==> config.mk <==
export PLATFORM = sky130hd
export DESIGN_NAME = simd_core_controller
export DESIGN_NICKNAME = d
export VERILOG_FILES = /design/src/rtl/simd_core_controller.sv
export SDC_FILE = /design/constraint.sdc
export NUM_CORES = 1
export LEC_CHECK = 0
export ABC_AREA = 1
export CORE_MARGIN = 1.5
export CORE_UTILIZATION = 44
export DETAILED_ROUTE_END_ITERATION = 16
export GPL_TIMING_DRIVEN = 0
export PLACE_DENSITY = 0.81
export SYNTH_ARGS = -nofsm -noshare
export SYNTH_HDL_FRONTEND = slang
export SYNTH_SLANG_ARGS = --single-unit
==> constraint.sdc <==
create_clock -name clk -period 2.5 [get_ports clk]
set_input_delay 0.625 -clock clk [delete_from_list [all_inputs] [get_ports clk]]
set_output_delay 0.625 -clock clk [all_outputs]
set_load 0.1 [all_outputs]
==> src/rtl/simd_core_controller.sv <==
// simd_core_controller
// Sequences one SIMD core through fetch, decode, execute, writeback and
// special-load phases until a RETURN instruction completes the kernel.
// Every handshake strobe is decoded from the registered state alone, so no
// input can reach an output through combinational logic.
module simd_core_controller #(
    parameter int PC_WIDTH  = 8,
    parameter int CNT_WIDTH = 16
) (
    input  logic                 clk,
    input  logic                 rst,
    input  logic                 start,
    input  logic [PC_WIDTH-1:0]  start_pc,
    output logic                 imem_req,
    output logic [PC_WIDTH-1:0]  imem_addr,
    input  logic                 imem_valid,
    input  logic [31:0]          imem_data,
    output logic [31:0]          instr,
    input  logic [2:0]           type_instruction,
    output logic                 exec_en,
    output logic                 rf_we,
    output logic                 ld_req,
    input  logic                 ld_done,
    output logic                 busy,
    output logic                 done,
    output logic [PC_WIDTH-1:0]  pc,
    output logic [CNT_WIDTH-1:0] retired
);

    typedef enum logic [2:0] {
        S_IDLE,
        S_FETCH,
        S_DECODE,
        S_EXEC,
        S_WB,
        S_LOAD,
        S_FINISH
    } state_t;

    // Decoder result codes that change control flow; every other code is an
    // ALU/FP operation and takes the EXEC/WB path.
    localparam logic [2:0] T_NOP    = 3'b000;
    localparam logic [2:0] T_LOAD   = 3'b110;
    localparam logic [2:0] T_RETURN = 3'b111;

    localparam logic [PC_WIDTH-1:0]  PC_ONE  = {{(PC_WIDTH-1){1'b0}}, 1'b1};
    localparam logic [CNT_WIDTH-1:0] CNT_ONE = {{(CNT_WIDTH-1){1'b0}}, 1'b1};

    state_t                r_state;
    state_t                w_next_state;
    logic [PC_WIDTH-1:0]   r_pc;
    logic [CNT_WIDTH-1:0]  r_retired;
    logic [31:0]           r_instr;

    logic                  w_launch;      // accept start: load pc, clear counter
    logic                  w_take_instr;  // latch the fetched word
    logic                  w_retire;      // current instruction completes
    logic                  w_advance;     // step pc to the next instruction

    // State register; reset forces IDLE immediately.
    always_ff @(posedge clk or posedge rst) begin
        // NOTE: sequential state uses non-blocking assignments so every
        // register samples pre-edge values, independent of block ordering.
        if (rst) begin
            r_state <= S_IDLE;
        end else begin
            r_state <= w_next_state;
        end
    end

    // Next-state selection and datapath control strobes.
    always_comb begin
        // NOTE: every signal gets a default first, so no path through the
        // case below leaves one unassigned and infers a latch.
        w_next_state = r_state;
        w_launch     = 1'b0;
        w_take_instr = 1'b0;
        w_retire     = 1'b0;
        w_advance    = 1'b0;

        case (r_state)
            S_IDLE: begin
                if (start) begin
                    w_launch     = 1'b1;
                    w_next_state = S_FETCH;
                end
            end
            S_FETCH: begin
                if (imem_valid) begin
                    w_take_instr = 1'b1;
                    w_next_state = S_DECODE;
                end
            end
            S_DECODE: begin
                case (type_instruction)
                    T_NOP: begin
                        w_retire     = 1'b1;
                        w_advance    = 1'b1;
                        w_next_state = S_FETCH;
                    end
                    T_LOAD:   w_next_state = S_LOAD;
                    T_RETURN: w_next_state = S_FINISH;
                    default:  w_next_state = S_EXEC;
                endcase
            end
            S_EXEC: begin
                w_next_state = S_WB;
            end
            S_WB: begin
                w_retire     = 1'b1;
                w_advance    = 1'b1;
                w_next_state = S_FETCH;
            end
            S_LOAD: begin
                if (ld_done) begin
                    w_retire     = 1'b1;
                    w_advance    = 1'b1;
                    w_next_state = S_FETCH;
                end
            end
            S_FINISH: begin
                // RETURN retires but leaves pc pointing at itself.
                w_retire     = 1'b1;
                w_next_state = S_IDLE;
            end
            default: begin
                w_next_state = S_IDLE;
            end
        endcase
    end

    // Program counter, retired-instruction counter and instruction latch.
    always_ff @(posedge clk or posedge rst) begin
        if (rst) begin
            r_pc      <= '0;
            r_retired <= '0;
            r_instr   <= '0;
        end else begin
            if (w_launch) begin
                r_pc      <= start_pc;
                r_retired <= '0;
            end else begin
                if (w_advance) begin
                    r_pc <= r_pc + PC_ONE;
                end
                if (w_retire) begin
                    r_retired <= r_retired + CNT_ONE;
                end
            end
            // The latch only opens in FETCH, keeping the decoder input stable
            // through EXEC, WB and LOAD.
            if (w_take_instr) begin
                r_instr <= imem_data;
            end
        end
    end

    // Outputs decoded purely from registered state.
    assign busy      = (r_state != S_IDLE);
    assign imem_req  = (r_state == S_FETCH);
    assign exec_en   = (r_state == S_EXEC);
    assign rf_we     = (r_state == S_WB);
    assign ld_req    = (r_state == S_LOAD);
    assign done      = (r_state == S_FINISH);
    assign imem_addr = r_pc;
    assign pc        = r_pc;
    assign retired   = r_retired;
    assign instr     = r_instr;

endmodule

==> results.py, run 1 <==
metrics = {
    "run_status": {
        "status": "finished with violations",
        "violations": "design-rule violations",
    },
    "clock_tree": {
        "root_buffer": "clkbuf_8",
        "ctsHtreeMaxLevel": 3,
        "tritoncts": "built",
        "cts.sinks": 59,
        "worst_skew_pair.late_latency_ns": 0.34,
        "cts_made_buffers": 9,
        "clk_pin_slew_ns": 0.06,
        "clk_path_buf_depth": 2,
        "holdBufCountCts": 0,
    },
    "floorplanning": {
        "start_util_pct": 46.3,
        "fp.dieH_um": 85.2,
        "chipWidth_um": 85.2,
        "core_um2": 6420,
        "rows": 29,
        "design.portCount": 118,
        "design.die.area_um2": 7260,
    },
    "logic_synthesis": {
        "yosysTopAreaCell": "dfrtp_1",
        "synth_nets": 371,
        "yosysSeqAreaShare_pct": 49.7,
        "synth.distinct_cells": 27,
        "synth_area_leaders": "dfrtp_1 (50%), mux2_2 (12%), nand2_1 (8.1%)",
        "netlist_area_um2": 2970,
        "syn_inst": 321,
        "synth_top_area_share_pct": 49.7,
        "synth_area_per_cell_um2": 9.26,
        "synth_seq_cells": 59,
        "ys_warn_count": 0,
    },
    "sta": {
        "worst_clock_skew_ns": 0.00814,
        "setup_viol": 0,
        "maxSlewHeadroom_pct": 33.6,
        "hold_violations": 0,
        "worstMarginPinSlew_ns": 0.993,
        "fin_crit_ns": 2.48,
        "hold_slack_ns": 0.486,
        "slew_viol_final": 0,
        "post-route-period-util_pct": 99.2,
        "fmax_mhz": 403,
    },
    "job": {
        "maxCapViolations": 0,
    },
    "worst_setup_path": {
        "rr_endpoint": "instr[1]$_DFFE_PP0P_",
        "path_max_fanout": 2,
        "crit_chain": "clkdlybuf4s50_1",
        "crit_buf_inv": 1,
        "cpPeakStageDelay_ns": 1.15,
        "startpoint": "instr[31]$_DFFE_PP0P_",
        "rrSetupSlack_ns": 0.88,
        "r2r_start": "r_state[1]$_DFFE_PP0P_",
        "cp.arrival_ns": 1.86,
        "cp-start-kind": "flop",
        "cpLargestDelayFamily": "buffers and inverters",
        "cp.required_ns": 1.88,
        "critPathKind": "flop to output port",
        "crit_path_end_kind": "output port",
        "reg2regPathDepth": 5,
        "slowest_stage": "clkdlybuf4s50_1",
    },
    "global_route": {
        "grt_usage_pct": 22.1,
        "use_met2_pct": 37.7,
        "grt_max_degree": 39,
        "antenna_found_initial": 0,
        "use_met1_pct": 25.8,
        "busiest_layer": "met2",
        "grt_pass1_wl_mm": 12.6,
        "first_global_vias": 2783,
        "grt.met3_usage_pct": 6.71,
        "grt-ovfl-total": 0,
    },
    "detailed_routing": {
        "first_pass_iters": 11,
        "viasPerCell": 5.12,
        "num_vias": 2721,
        "finalWirelength_mm": 7.63,
        "wl_per_cell_um": 14.4,
        "drtAntennaViolNets": 0,
        "drc": 8,
        "drt_iter0_drc": 129,
    },
    "hold_path": {
        "min_from": "instr[25]$_DFFE_PP0P_",
        "worstHoldPathCells": 1,
        "hold_class": "flop to flop",
        "hold_path_end": "instr[25]$_DFFE_PP0P_",
    },
    "place": {
        "dp_hpwl_mm": 5.49,
        "port_buffers": 117,
        "place.gp.congestion": 0.805,
    },
    "finish": {
        "antenna_cells": 0,
        "syn_to_final_growth_pct": 49.4,
        "nets": 500,
        "drive_gt1_share_pct": 18.5,
    },
}
[kinds of logic after synthesis]
kind of cell,share of synthesized area [%]
buffers and inverters,9.01
AND/OR/NAND/NOR,21.5
multiplexers,12.1
flip-flops,49.7
XOR/XNOR,0.295
adder cells (fa/ha/maj),0.842
AO/OA/AOI/OAI,6.52
[per-layer routing]
metal / routed length [µm] / part of all wire [%] / up-vias
li1: - / - / 1309
met1: 3120 / 41 / 1307
met2: 3890 / 51 / 87
met3: 428 / 5.6 / 18
met4: 189 / 2.5 / 0
met5: 0 / 0 / -
[cells in the final DEF (no fill, tap or decap), types with 2 or more instances in the layout]
cell / instances
or2_2: 2
clkbuf_8: 12
clkinv_2: 2
nand4_1: 9
nand3_1: 29
o211ai_1: 2
nand2_2: 2
clkdlybuf4s15_2: 4
ha_1: 2
a21boi_1: 2
dlymetal6s2s_1: 13
clkdlybuf4s50_1: 67
nand2_1: 64
o21a_1: 2
mux2_2: 31
a21oi_1: 12
dlygate4sd2_1: 31
nor2_1: 26
buf_6: 4
nand3_2: 3
nor2_2: 4
buf_4: 13
inv_1: 31
dfrtp_1: 59
o21ai_0: 15
buf_2: 2
[state kept, by name, indices dropped and copies added, names as in the netlist]
name       flops
imem_addr      8
instr         32
r_state        3
retired       16
[metrics by stage]
step / instances / setup slack, ns / util (%) / TNS, ns / cell area (µm²)
6_report: 531 / 0.0195 / 69.1 / 0 / 4440
4_1_cts: 531 / 0.0130 / 68.8 / 0 / 4420
2_1_floorplan: 321 / 0.0991 / - / 0 / 2980
3_5_place_dp: 516 / -0.126 / 66.5 / -0.401 / 4270
5_1_grt: 531 / -0.0153 / 69.1 / -0.0258 / 4440
3_3_place_gp: 515 / -0.727 / 66.1 / -43.07 / 4250
[synthesized netlist by cell type (all sizes together)]
library cell and n:
nand2 66, dfrtp 59, inv 32, mux2 32, nand3 32, nor2 31
buf 18, o21ai 16, a21oi 12, nand4 9, a21boi 2, ha 2
o211ai 2, o21a 2, or2 2, nand3b 1, nor3 1, o221ai 1
xnor2 1
[layout make-up]
type	count	area [µm²]
plain buffers	18	148
clock buffers	13	169
clock inverters	2	10.0
fillers	523	1980
inverters	32	120
multi-input cells	212	1240
flip-flops and latches	59	1480
well taps	77	96.3
repair buffers	118	1180
[repair_timing]
| item | CTS | global route |
|---|---|---|
| resized for setup | 49 | 16 |
| pin swaps | 0 | 0 |
| buffers inserted | 0 | 0 |
| setup endpoints to repair | 37 | 15 |
[worst max path at each step]
| stage | depth (start not counted) | to | slack [ns] |
|---|---|---|---|
| after floorplan | 2 | done | 0.1 |
| after global placement | 2 | retired[5]$_DFFE_PP0P_ | -0.73 |
| after detailed placement | 4 | rf_we | -0.13 |
| after CTS | 1 | instr[1] | 0.01 |
| after global routing | 1 | instr[31] | -0.02 |
| final | 1 | instr[31] | 0.02 |
Power of run 1 is not shown: default switching activity piles up to over one toggle a cycle in this logic, so the estimate is an artifact.
==> run 2, diff against run 1 <==
--- a/config.mk
+++ b/config.mk
@@ -11,6 +11,7 @@
 export DETAILED_ROUTE_END_ITERATION = 16
 export GPL_TIMING_DRIVEN = 0
 export PLACE_DENSITY = 0.81
+export SLEW_MARGIN = 0
 export SYNTH_ARGS = -nofsm -noshare
 export SYNTH_HDL_FRONTEND = slang
 export SYNTH_SLANG_ARGS = --single-unit
==> results of run 2 <==
The final DEF is identical to that of run 1; final timing and power are the same.
Power of run 2 is left out for the same reason.
==> run 3, diff against run 2 <==
--- a/config.mk
+++ b/config.mk
@@ -6,11 +6,13 @@
 export NUM_CORES = 1
 export LEC_CHECK = 0
 export ABC_AREA = 1
+export CELL_PAD_IN_SITES_DETAIL_PLACEMENT = 1
+export CELL_PAD_IN_SITES_GLOBAL_PLACEMENT = 1
 export CORE_MARGIN = 1.5
-export CORE_UTILIZATION = 44
+export CORE_UTILIZATION = 32
 export DETAILED_ROUTE_END_ITERATION = 16
 export GPL_TIMING_DRIVEN = 0
-export PLACE_DENSITY = 0.81
+export PLACE_DENSITY_LB_ADDON = 0.1
 export SLEW_MARGIN = 0
 export SYNTH_ARGS = -nofsm -noshare
 export SYNTH_HDL_FRONTEND = slang
==> run 3 against run 2 <==
Effect of this change: the flow now finishes without violations; routed wire length is 10% higher; global-route usage fell by 3.5 points; worst setup slack gained 0.026 ns; fmax is 1.1% higher; sequential share of layout area decreased by 0.72 points; final cell count increased by 6.0%; sequential cell count is the same; critical path depth is the same; via count decreased by 0.40%; largest cell class unchanged.
==> results.py, run 3 (synthesis gave the netlist of run 1 again) <==
metrics = {
    "run_status": {
        "status": "complete, no violations",
    },
    "clock_tree": {
        "root_buffer": "clkbuf_8",
        "clk_pin_slew_ns": 0.07,
        "cts.sinks": 59,
        "cts_made_buffers": 9,
        "post_cts.repair.setup_buffers": 0,
        "clk_path_buf_depth": 2,
        "tritoncts": "built",
        "worst_skew_pair.late_latency_ns": 0.34,
        "ctsHtreeMaxLevel": 3,
    },
    "place": {
        "dp_hpwl_mm": 6.23,
        "place.gp.congestion": 0.774,
        "port_buffers": 117,
        "dpl-instance-area_um2": 4310,
    },
    "detailed_routing": {
        "top_layer_used": "met4",
        "route.met3.wl_um": 427,
        "wl_per_cell_um": 15.0,
        "num_vias": 2710,
        "wl_met2_mm": 4.25,
        "wl_met1_mm": 3.69,
        "first_pass_iters": 4,
        "drt_iter0_drc": 66,
        "drtAntennaViolNets": 0,
        "drc": 0,
        "finalWirelength_mm": 8.43,
        "viasPerCell": 4.81,
    },
    "sta": {
        "worstMarginPinSlew_ns": 0.996,
        "fmax_mhz": 407,
        "maxSlewHeadroom_pct": 33.5,
        "setup_viol": 0,
        "tns_ns": 0,
        "hold_violations": 0,
        "rsz0062_at_grt": "false",
        "worst_clock_skew_ns": 0.00830,
        "slew_viol_final": 0,
        "fin_crit_ns": 2.45,
        "post-route-period-util_pct": 98.2,
    },
    "worst_setup_path": {
        "cp_num_cells": 1,
        "cp.arrival_ns": 1.83,
        "r2r_start": "r_state[1]$_DFFE_PP0P_",
        "crit_path_end_kind": "output port",
        "cp.required_ns": 1.88,
        "critPathKind": "flop to output port",
        "rr_endpoint": "instr[13]$_DFFE_PP0P_",
        "cp-start-kind": "flop",
        "crit_chain": "clkdlybuf4s50_1",
        "rrSetupSlack_ns": 0.88,
        "cpPeakStageDelay_ns": 1.13,
        "path_max_fanout": 2,
        "slowest_stage": "clkdlybuf4s50_1",
        "cpLargestDelayFamily": "buffers and inverters",
        "crit_buf_inv": 1,
        "reg2regPathDepth": 5,
    },
    "finish": {
        "fin_util_pct": 51.3,
        "drive_gt1_share_pct": 18.9,
        "nets": 500,
        "post-route-cell-area_um2": 4540,
        "syn_to_final_growth_pct": 52.7,
        "largest_reg_flops": 32,
        "layout_common_cells": "nand2_1 (64), dfrtp_1 (59), clkdlybuf4s50_1 (57)",
        "layout_commonest_cell": "nand2_1",
        "fill_cells": 1040,
        "antenna_cells": 0,
    },
    "hold_path": {
        "min_from": "instr[25]$_DFFE_PP0P_",
        "worstHoldPathCells": 1,
        "hold_class": "flop to flop",
        "hold_path_end": "instr[25]$_DFFE_PP0P_",
    },
    "floorplanning": {
        "design.die.area_um2": 9880,
        "rows": 34,
        "start_util_pct": 33.6,
        "design.portCount": 118,
        "chipWidth_um": 99.4,
        "core_um2": 8850,
        "fp.dieH_um": 99.4,
    },
    "global_route": {
        "grt_pass1_wl_mm": 14.6,
        "grt_usage_pct": 18.6,
        "antenna_found_initial": 0,
        "first_global_vias": 3039,
        "grt-ovfl-total": 0,
        "grt_max_degree": 37,
    },
    "job": {
        "maxCapViolations": 0,
    },
}
==> run 3: per-layer routing <==
layer / track usage, % / up-vias
met1: 23.3 / 1332
met5: 0 / -
met2: 31.7 / 69
li1: - / 1304
met4: 4.88 / 0
met3: 5.13 / 5
==> run 3: per-stage QoR <==
step / cells / hold slack, ns / setup slack (ns)
floorplan: 321 / 0.655 / 0.0991
global placement: 546 / 0.466 / -0.842
detailed placement: 547 / 0.488 / -0.123
CTS: 563 / 0.505 / 0.000215
global route: 563 / 0.508 / 0.000230
finish: 563 / 0.495 / 0.0455
==> run 3: area by class of cell <==
cell class	instances	area (µm²)	share of cell area (%)
Clock inverter	4	47.5	1.05
Tap cell	108	135	2.98
Buffer	18	148	3.25
Clock buffer	12	165	3.64
Sequential cell	59	1480	32.5
Inverter	32	120	2.65
Multi-Input combinational cell	212	1240	27.2
Timing Repair Buffer	118	1210	26.7
==> run 3: worst max path at each step <==
stage | start | to | slack, ns
floorplan | r_state[1]$_DFFE_PP0P_ | done | 0.1
global placement | rst | imem_addr[0]$_DFFE_PP0P_ | -0.84
detailed placement | r_state[0]$_DFFE_PP0P_ | rf_we | -0.12
CTS | instr[8]$_DFFE_PP0P_ | instr[8] | 0.0002
global route | instr[3]$_DFFE_PP0P_ | instr[3] | 0.0002
finish | instr[3]$_DFFE_PP0P_ | instr[3] | 0.05
==> run 3: timing repair <==
item | in CTS | in global routing
setup endpoints to repair | 38 | 24
hold buffers | 0 | 0
endpoints found under the hold margin | 0 | 0
gates resized for setup | 50 | 24
Power of run 3 is left out for the same reason.
